**src/rtl/mul_div_unit_pkg.sv**
```systemverilog
// Shared definitions for the multiply/divide unit: op codes, FSM state
// encodings, divider iteration count and a small sign helper.
package mdu_defs;

  localparam int DIV_ITERS = 32;

  // Op codes driven by the execute stage on mdu_op.
  localparam logic [2:0] OP_NONE  = 3'd0;
  localparam logic [2:0] OP_MULT  = 3'd1;
  localparam logic [2:0] OP_MULTU = 3'd2;
  localparam logic [2:0] OP_DIV   = 3'd3;
  localparam logic [2:0] OP_DIVU  = 3'd4;
  localparam logic [2:0] OP_MTHI  = 3'd5;
  localparam logic [2:0] OP_MTLO  = 3'd6;

  // Divide sequencer states.
  localparam logic [1:0] ST_IDLE = 2'd0;
  localparam logic [1:0] ST_RUN  = 2'd1;
  localparam logic [1:0] ST_FIX  = 2'd2;

  // Two's-complement negate when en is set, pass-through otherwise.
  function automatic logic [31:0] neg_if(input logic [31:0] v, input logic en);
    return en ? (~v + 32'd1) : v;
  endfunction

endpackage

```
**src/rtl/mul_div_unit_div_core.sv**
```systemverilog
// Unsigned iterative restoring divider: one quotient bit per step.
// The dividend is shifted out of the quotient register MSB-first while
// quotient bits are shifted in at the bottom.
module div_core (
  input  logic        clk,
  input  logic        resetn,
  input  logic        load,
  input  logic [31:0] dividend,
  input  logic [31:0] divisor,
  input  logic        step,
  output logic [31:0] quotient,
  output logic [31:0] remainder
);

  logic [31:0] quo_q;
  logic [31:0] rem_q;
  logic [31:0] dvs_q;

  logic [32:0] partial;
  logic [32:0] diff;
  logic        fits;
  logic [31:0] rem_nxt;
  logic [31:0] quo_nxt;

  // One restoring step: bring down the next dividend bit and subtract if it fits.
  // NOTE: every signal written in always_comb is assigned on every path, so no latch is inferred.
  always_comb begin
    partial = {rem_q, quo_q[31]};
    diff    = partial - {1'b0, dvs_q};
    fits    = (partial >= {1'b0, dvs_q});
    rem_nxt = fits ? diff[31:0] : partial[31:0];
    quo_nxt = {quo_q[30:0], fits};
  end

  // Operand load on divide start, otherwise advance one step when enabled.
  // NOTE: the datapath registers are reset too, so the divider never exposes X after reset.
  always_ff @(posedge clk or negedge resetn) begin
    if (!resetn) begin
      quo_q <= '0;
      rem_q <= '0;
      dvs_q <= '0;
    end else if (load) begin
      quo_q <= dividend;
      rem_q <= '0;
      dvs_q <= divisor;
    end else if (step) begin
      quo_q <= quo_nxt;
      rem_q <= rem_nxt;
    end
  end

  assign quotient  = quo_q;
  assign remainder = rem_q;

endmodule

```
**src/rtl/mul_div_unit.sv**
```systemverilog
// MIPS multiply/divide unit owning HI/LO. Multiplies and MTHI/MTLO finish
// at the accepting edge; divides run a 32-step unsigned divider followed by
// one sign-fix cycle, holding mdu_busy high so the pipeline stalls.
module mul_div_unit
  import mdu_defs::*;
#(
  parameter int DIV_ITERS = mdu_defs::DIV_ITERS
) (
  input  logic        clk,
  input  logic        resetn,
  input  logic        mdu_start,
  input  logic [2:0]  mdu_op,
  input  logic [31:0] mdu_src_a,
  input  logic [31:0] mdu_src_b,
  input  logic        mdu_cancel,
  output logic        mdu_busy,
  output logic        mdu_done,
  output logic [31:0] hi,
  output logic [31:0] lo
);

  localparam logic [5:0] LAST_STEP = 6'(DIV_ITERS - 1);

  logic [1:0]  state_q;
  logic [5:0]  cnt_q;
  logic        q_neg_q;
  logic        r_neg_q;
  logic        div0_q;
  logic [31:0] hi_q;
  logic [31:0] lo_q;

  logic        is_idle;
  logic        accept;
  logic        op_div;
  logic        op_divu;
  logic        div_load;
  logic        div_step;
  logic [31:0] mag_a;
  logic [31:0] mag_b;
  logic [31:0] quotient;
  logic [31:0] remainder;
  logic [31:0] lo_fix;
  logic [31:0] hi_fix;
  logic [63:0] mul_a;
  logic [63:0] mul_b;
  logic [63:0] product;

  assign is_idle  = (state_q == ST_IDLE);
  assign accept   = mdu_start & ~mdu_cancel & is_idle;
  assign op_div   = (mdu_op == OP_DIV);
  assign op_divu  = (mdu_op == OP_DIVU);
  assign div_load = accept & (op_div | op_divu);
  assign div_step = (state_q == ST_RUN) & ~mdu_cancel;

  // Signed divide works on magnitudes; signs are restored in FIX.
  assign mag_a = neg_if(mdu_src_a, op_div & mdu_src_a[31]);
  assign mag_b = neg_if(mdu_src_b, op_div & mdu_src_b[31]);

  // One 64-bit multiplier serves both MULT and MULTU; only the extension differs.
  assign mul_a   = {{32{(mdu_op == OP_MULT) & mdu_src_a[31]}}, mdu_src_a};
  assign mul_b   = {{32{(mdu_op == OP_MULT) & mdu_src_b[31]}}, mdu_src_b};
  assign product = mul_a * mul_b;

  div_core u_div_core (
    .clk       (clk),
    .resetn    (resetn),
    .load      (div_load),
    .dividend  (mag_a),
    .divisor   (mag_b),
    .step      (div_step),
    .quotient  (quotient),
    .remainder (remainder)
  );

  // Sign fix-up of the divider result. With a zero divisor the core leaves
  // |a| in the remainder, so restoring the dividend sign yields src_a exactly.
  always_comb begin
    lo_fix = neg_if(quotient, q_neg_q);
    hi_fix = neg_if(remainder, r_neg_q);
    if (div0_q) begin
      lo_fix = 32'hFFFF_FFFF;
    end
  end

  // Divide sequencer plus architectural HI/LO updates.
  // NOTE: state registers use non-blocking assignments so every flop samples pre-edge values.
  always_ff @(posedge clk or negedge resetn) begin
    if (!resetn) begin
      state_q <= ST_IDLE;
      cnt_q   <= '0;
      q_neg_q <= 1'b0;
      r_neg_q <= 1'b0;
      div0_q  <= 1'b0;
      hi_q    <= '0;
      lo_q    <= '0;
    end else begin
      case (state_q)
        ST_IDLE: begin
          if (accept) begin
            case (mdu_op)
              OP_MULT, OP_MULTU: begin
                hi_q <= product[63:32];
                lo_q <= product[31:0];
              end
              OP_MTHI: hi_q <= mdu_src_a;
              OP_MTLO: lo_q <= mdu_src_a;
              OP_DIV, OP_DIVU: begin
                q_neg_q <= op_div & (mdu_src_a[31] ^ mdu_src_b[31]);
                r_neg_q <= op_div & mdu_src_a[31];
                div0_q  <= (mdu_src_b == 32'd0);
                cnt_q   <= '0;
                state_q <= ST_RUN;
              end
              default: ;
            endcase
          end
        end
        ST_RUN: begin
          if (mdu_cancel) begin
            state_q <= ST_IDLE;
          end else begin
            cnt_q <= cnt_q + 6'd1;
            if (cnt_q == LAST_STEP) begin
              state_q <= ST_FIX;
            end
          end
        end
        ST_FIX: begin
          if (!mdu_cancel) begin
            hi_q <= hi_fix;
            lo_q <= lo_fix;
          end
          state_q <= ST_IDLE;
        end
        default: state_q <= ST_IDLE;
      endcase
    end
  end

  assign mdu_busy = ~is_idle;
  assign mdu_done = (state_q == ST_FIX) & ~mdu_cancel;
  assign hi       = hi_q;
  assign lo       = lo_q;

endmodule

```
**config.mk**
```make
export PLATFORM = sky130hd
export DESIGN_NAME = mul_div_unit
export DESIGN_NICKNAME = d
export VERILOG_FILES = /design/src/rtl/mul_div_unit_pkg.sv /design/src/rtl/mul_div_unit_div_core.sv /design/src/rtl/mul_div_unit.sv
export SDC_FILE = /design/constraint.sdc
export NUM_CORES = 2
export LEC_CHECK = 0
export ABC_AREA = 1
export CAP_MARGIN = 30
export CORE_MARGIN = 2
export CORE_UTILIZATION = 40
export DETAILED_ROUTE_END_ITERATION = 8
export GPL_TIMING_DRIVEN = 0
export SYNTH_ARGS = -nofsm -noshare
export SYNTH_HDL_FRONTEND = slang
export SYNTH_SLANG_ARGS = --single-unit
```
**constraint.sdc**
```tcl
create_clock -name clk -period 6.1 [get_ports clk]
set_clock_uncertainty 0.05 [all_clocks]
set_input_delay 1.525 -clock clk [delete_from_list [all_inputs] [get_ports clk]]
set_output_delay 1.525 -clock clk [all_outputs]
set_load 0.01 [all_outputs]
```
Word-level counts from Yosys, hierarchy flattened:

Cells that the tools add are included.

* bitwise gates (word level): 18
* order comparisons: 1
* reductions and logical operators: 12
* multiply operators: 1
* add/subtract/negate cells: 6
* equal/unequal tests: 16
* muxes and demuxes: 27

Operator list (number)
* 32-bit 2-to-1 mux: 14
* 32-bit case mux with 2 select lines: 4
* 32-bit by 1-bit adder with 32-bit output (second input constant): 4
* 32-bit NOT: 4
* 33-bit by 33-bit multiplier with 64-bit output: 1
* 33-bit by 32-bit >= comparator with 1-bit output: 1
* 32-bit zero test: 1
* 32-bit subtractor: 1
* 6-bit 2-to-1 mux: 3
* 6-bit case mux with 2 select lines: 1
* 4-bit AND reduction: 3
* 1-bit bitwise AND: 10
* 3-bit == test (second input constant): 3
* 2-bit 2-to-1 mux: 4
* 6-bit by 1-bit adder with 6-bit output (second input constant): 1
* 3-bit by 2-bit == test with 1-bit output (second input constant): 2
* 6-bit by 5-bit == test with 1-bit output (second input constant): 1
* 3-bit by 1-bit != test with 1-bit output (second input constant): 2
* 3-bit AND reduction: 2
* 2-bit nonzero test: 3
* 2-bit by 1-bit != test with 1-bit output (second input constant): 2
* 2-bit != test (second input constant): 2
* 2-bit case mux with 2 select lines: 1
* 2-bit OR reduction: 2
* 8 further kinds: 9

* register bits: 171
* input bits: 71
* output and inout bits: 66
* logic and storage cells: 91

Depth between registers and ports, before layout:

* word-level depth: 6
* mapped depth: 36
* mapped depth without buffers: 34

By module:

A second synthesis with hierarchy kept.

* cell total of the unflattened synthesis: 7272
* area total of the unflattened synthesis: 53824.1 µm²

Modules (own cells, without submodules)
* mul_div_unit: seq. area each 1876.8 µm², times used 1, cells each 6242, area each 47018.8 µm²
* div_core: seq. area each 2402.3 µm², times used 1, cells each 1030, area each 6805.3 µm²

Worst setup path after synthesis:

No wires, ideal clock.

* path kind: input -> register
* start point: in mdu_op[0]
* end point: reg hi_q[23], in the netlist hi[23]
* arrival time: 8.640 ns
* buffers on the path: 2
* data required time: 5.924 ns
* path slack: -2.716 ns
* library setup time: 0.126 ns
* stages: 32
* cell sequence: inv_1 nor2_1 nand2_1 clkbuf_1 clkbuf_1 nor2_1 fa_1 inv_1 fa_1 inv_1 fa_1 fa_1 inv_1 fa_1 inv_1 fa_1 inv_1 fa_1 fa_1 inv_1 ha_1 nand2_1 nor2_1 inv_1 nor2_1 nand2_1 nor3_1 nand2_1 nand3_1 nor2_1 o21ai_0 a21oi_1

* word-level cells in the longest chain between the ends: 6
* elaborated cells on any way between the ends: 12
* classes of those cells: mul: 1; eq/ne: 4; mux: 3; bitwise: 2; reduce/logical: 2

Ends and longest elaborated chain
* start: declaration: line mul_div_unit.sv:12 `input logic [2:0] mdu_op,`
* 3-bit by 1-bit == test with 1-bit output: line mul_div_unit.sv:60, mul_div_unit.sv:61, mul_div_unit.sv:100
* 1-bit bitwise AND, on equally long branches: line mul_div_unit.sv:60, mul_div_unit.sv:61
* 33-bit by 33-bit multiplier with 64-bit output: line mul_div_unit.sv:62 `assign product = mul_a * mul_b;`
* 32-bit case mux with 2 select lines: line mul_div_unit.sv:100 `case (mdu_op)`
* 32-bit 2-to-1 mux: line mul_div_unit.sv:99 `if (accept) begin`
* 32-bit case mux with 2 select lines: line mul_div_unit.sv:97 `case (state_q)`
* end signal: assignment: line mul_div_unit.sv:102 `hi_q <= product[63:32];`
* end signal: assignment: line mul_div_unit.sv:105 `OP_MTHI: hi_q <= mdu_src_a;`
* end signal: assignment: line mul_div_unit.sv:130 `hi_q <= hi_fix;`
* end: declaration: line mul_div_unit.sv:29 `logic [31:0] hi_q;`

Parallel ways exist; a longest one is shown, timed or not. The select of a mux whose other input is x is not followed.
A chain may end at the register's enable or synchronous reset.

Final worst setup path:

Ends and elaborated chain as after synthesis.

==> results.tsv <==
metric	value	unit
outcome	complete, but fails checks	
failing checks	negative setup slack	
met3 Use GR	8.32	%
Area Overhead vs Synth	26.1	%
unrepaired setup endpoints after global routing	true	
gr ovfl total	0	
worst slew pin tran	1.02	ns
cell family contributing the most delay on the critical path	adder cells	
WL final	231	mm
register area share after synthesis	8.13	%
Post-Layout Cell Count	9074	
FFs w/ async S/R, synth	100	%
Top-Level Pins	137	
initial antenna violation count	10	
DRC	0	
final period utilization	140	%
top post-synthesis cells by area	fa_1 (43%), inv_1 (13%), nand2_1 (12%)	
CP required	6.43	ns
Hold Startpoint	lo[27]$_DFFE_PN0P_	
GR Util met1	47.0	%
die area	135000	um2
initial drt markers	5626	
drt wl/cell	25.5	um
Post-Place Setup Slack	-4.63	ns
PnR worst setup slack	-2.46	ns
Critical R2R Launch	u_div_core.quotient[31]$_DFFE_PN0P_	
HPWL Detailed	189	mm
Arr. time, crit path	8.89	ns
core area	131000	um2
Syn Area/Cell	7.57	um2
DR vias	49000	
Multi-input gate area	44900	um2
Yosys cell types	54	
fraction of layout cells with a size suffix above 1	19.8	%
Post-synth EDFFs	0	
Max-cap violations	0	
commonest cells in the netlist	inv_1 (1781), nand2_1 (1713), fa_1 (1126), nor2_1 (388), a21oi_1 (283)	
nets@finish	8758	
hold path depth	2	
Crit path depth	31	
post-route minimum period	8.56	ns
clk sinks	171	
CP peak stage delay	0.71	ns
Critical-path top delay cell	fa_2	
total iterations of the first detailed-routing run	8	
hold_buf cts	0	
Starting Density	40.2	%
Top FF cell, synth	dfrtp_1	
CTS clk-pin slew, worst paths	0.06	ns
top cell type's share of synthesized area	42.8	%
antenna viol nets, final	0	
Reg area	4280	um2
Max H-tree Level	4	
maximum clock frequency	117	MHz
Final setup viols	54	
latest clock arrival within the worst-skew pair	0.52	ns
CTS root buf	clkbuf_16	
CP bufs+invs	9	
die span in x	367	um
Setup CP Type	input port to flop	
grt met2 use	52.6	%
worst setup path start	mdu_op[0]	
row cnt	133	
GR Util All Layers	34.5	%
synthesized cell area	52700	um2
port buffer count	79	
vias in the first global route	49500	
nature of the critical path startpoint	input port	
gr busiest metal	met2	
worst min path class	flop to flop	
Hold Fails Final Rpt	0	
Max Fanout on Critical Path	7	
count leader, synth	inv_1	
Fill cells	12600	
placed instance count	8795	
Reg2Reg Depth	14	
final number of max-transition violations	0	
Slew headroom	32.3	%
flops & latches, synth	171	
Die Span Y	367	um
CTS Buf Count	25	
gpl congestion	1.02	
Post-Syn Instances	6954	
first-pass GRT wire length	338	mm
Vias/cell	5.40	
area leader, netlist	fa_1	
syn_nets	8401	
hold_ws	0.425	ns
YS warnings	0	
Critical Path Most Common Cell	fa_1	
pin count of the biggest net entering global routing	101	
CTS tree	done	
critical path endpoint category	flop	
clock tree buffer depth	3	
[sequential cells by signal (all words and copies together) (netlist names)]
signal	cells
r_neg_q	1
u_div_core.remainder	32
hi	32
q_neg_q	1
cnt_q	6
u_div_core.quotient	32
state_q	2
u_div_core.dvs_q	32
lo	32
div0_q	1
[kinds of logic (layout without fill, tap and decap cells)]
| family | after synthesis | after routing | synth area share, % |
|---|---|---|---|
| AOI/OAI and AO/OA | 735 | 735 | 7.83 |
| xor gates and xnor gates | 70 | 70 | 1.16 |
| adders and majority gates | 1376 | 1376 | 48.8 |
| buffers and inverters | 2146 | 2508 | 15.4 |
| DFF | 171 | 171 | 8.13 |
| other | 0 | 3 | 0 |
| and+or+nand+nor | 2456 | 2456 | 18.7 |
[layout by cell type (no fill, tap or decap), drive strengths merged, types with 7 or more instances in the layout]
cell type      netlist  layout
o21bai              25      25
o21ai              291     291
o22ai                9       9
fa                1126    1126
nand2             1717    1717
o211ai              32      32
o31ai                9       9
xor2                45      45
xnor2               25      25
nand3b               9       9
nor2               398     398
ha                 250     250
clkdlybuf4s50        0      68
buf                112     374
clkbuf             230     258
a21oi              285     285
nor4                12      12
a21o                12      12
or2                  7       7
a31oi               23      23
dfrtp              171     171
inv               1800    1795
nand4               26      26
nand3              215     215
nor3                64      64
o221ai              36      36
[worst register-to-register path, cell delays in order (launching register included)]
cell and delay [ns]:
dfrtp_1 0.49, inv_1 0.21, ha_1 0.19, inv_1 0.07
fa_1 0.41, nand3_1 0.09, nand3_1 0.11, a21oi_1 0.34
inv_1 0.16, a21oi_1 0.35, o21bai_1 0.12, or2_2 0.28
nand3_1 0.10, nand3_1 0.09, o21ai_0 0.11
[timing repair]
action                                  in CTS  in global routing
resized for setup                          864                351
cloned                                       6                  0
endpoints found under the setup margin      58                 56
setup buffers                              184                 58
pin swaps                                  356                310
[worst paths after layout]
kind | endpoint | slack, ns
setup / recovery | hi[23]$_DFFE_PN0P_ | -2.46
max in group asynchronous | u_div_core.remainder[1]$_DFFE_PN0P_ | 4.09
hold reg to reg | lo[27]$_DFFE_PN0P_ | 0.42
hold / removal | lo[27]$_DFFE_PN0P_ | 0.42
setup reg to reg | u_div_core.remainder[18]$_DFFE_PN0P_ | 2.86
min in group asynchronous | lo[9]$_DFFE_PN0P_ | 0.99
[per-stage QoR]
stage / cell area [um2] / setup TNS [ns] / utilization (%)
after detailed placement: 58600 / -200.01 / 44.7
after CTS: 64300 / -95.66 / 49.0
after global placement: 58500 / -908.19 / 44.6
after floorplan: 55500 / -78.95 / -
final: 66400 / -101.03 / 50.6
after global routing: 66400 / -108.82 / 50.6
[routing by layer]
metal  vias to the layer above  routed length, um
li1                      21100                  -
met3                       483              23400
met2                      2430             101000
met5                         -                 41
met4                         6              12900
met1                     25000              94600
[final cells by class]
class	count	share of cell area [%]
Antenna cell	3	0.0113
Buffer	340	6.20
Clock buffer	31	1.01
Timing Repair Buffer	332	5.06
Inverter	1804	10.3
Sequential cell	171	6.45
Tap cell	1755	3.31
Clock inverter	1	0.0132
Multi-Input combinational cell	4637	67.6
Power is left out: the tool's default activity adds up to more than one toggle a clock period on the data nets, which glitch-free logic cannot reach.
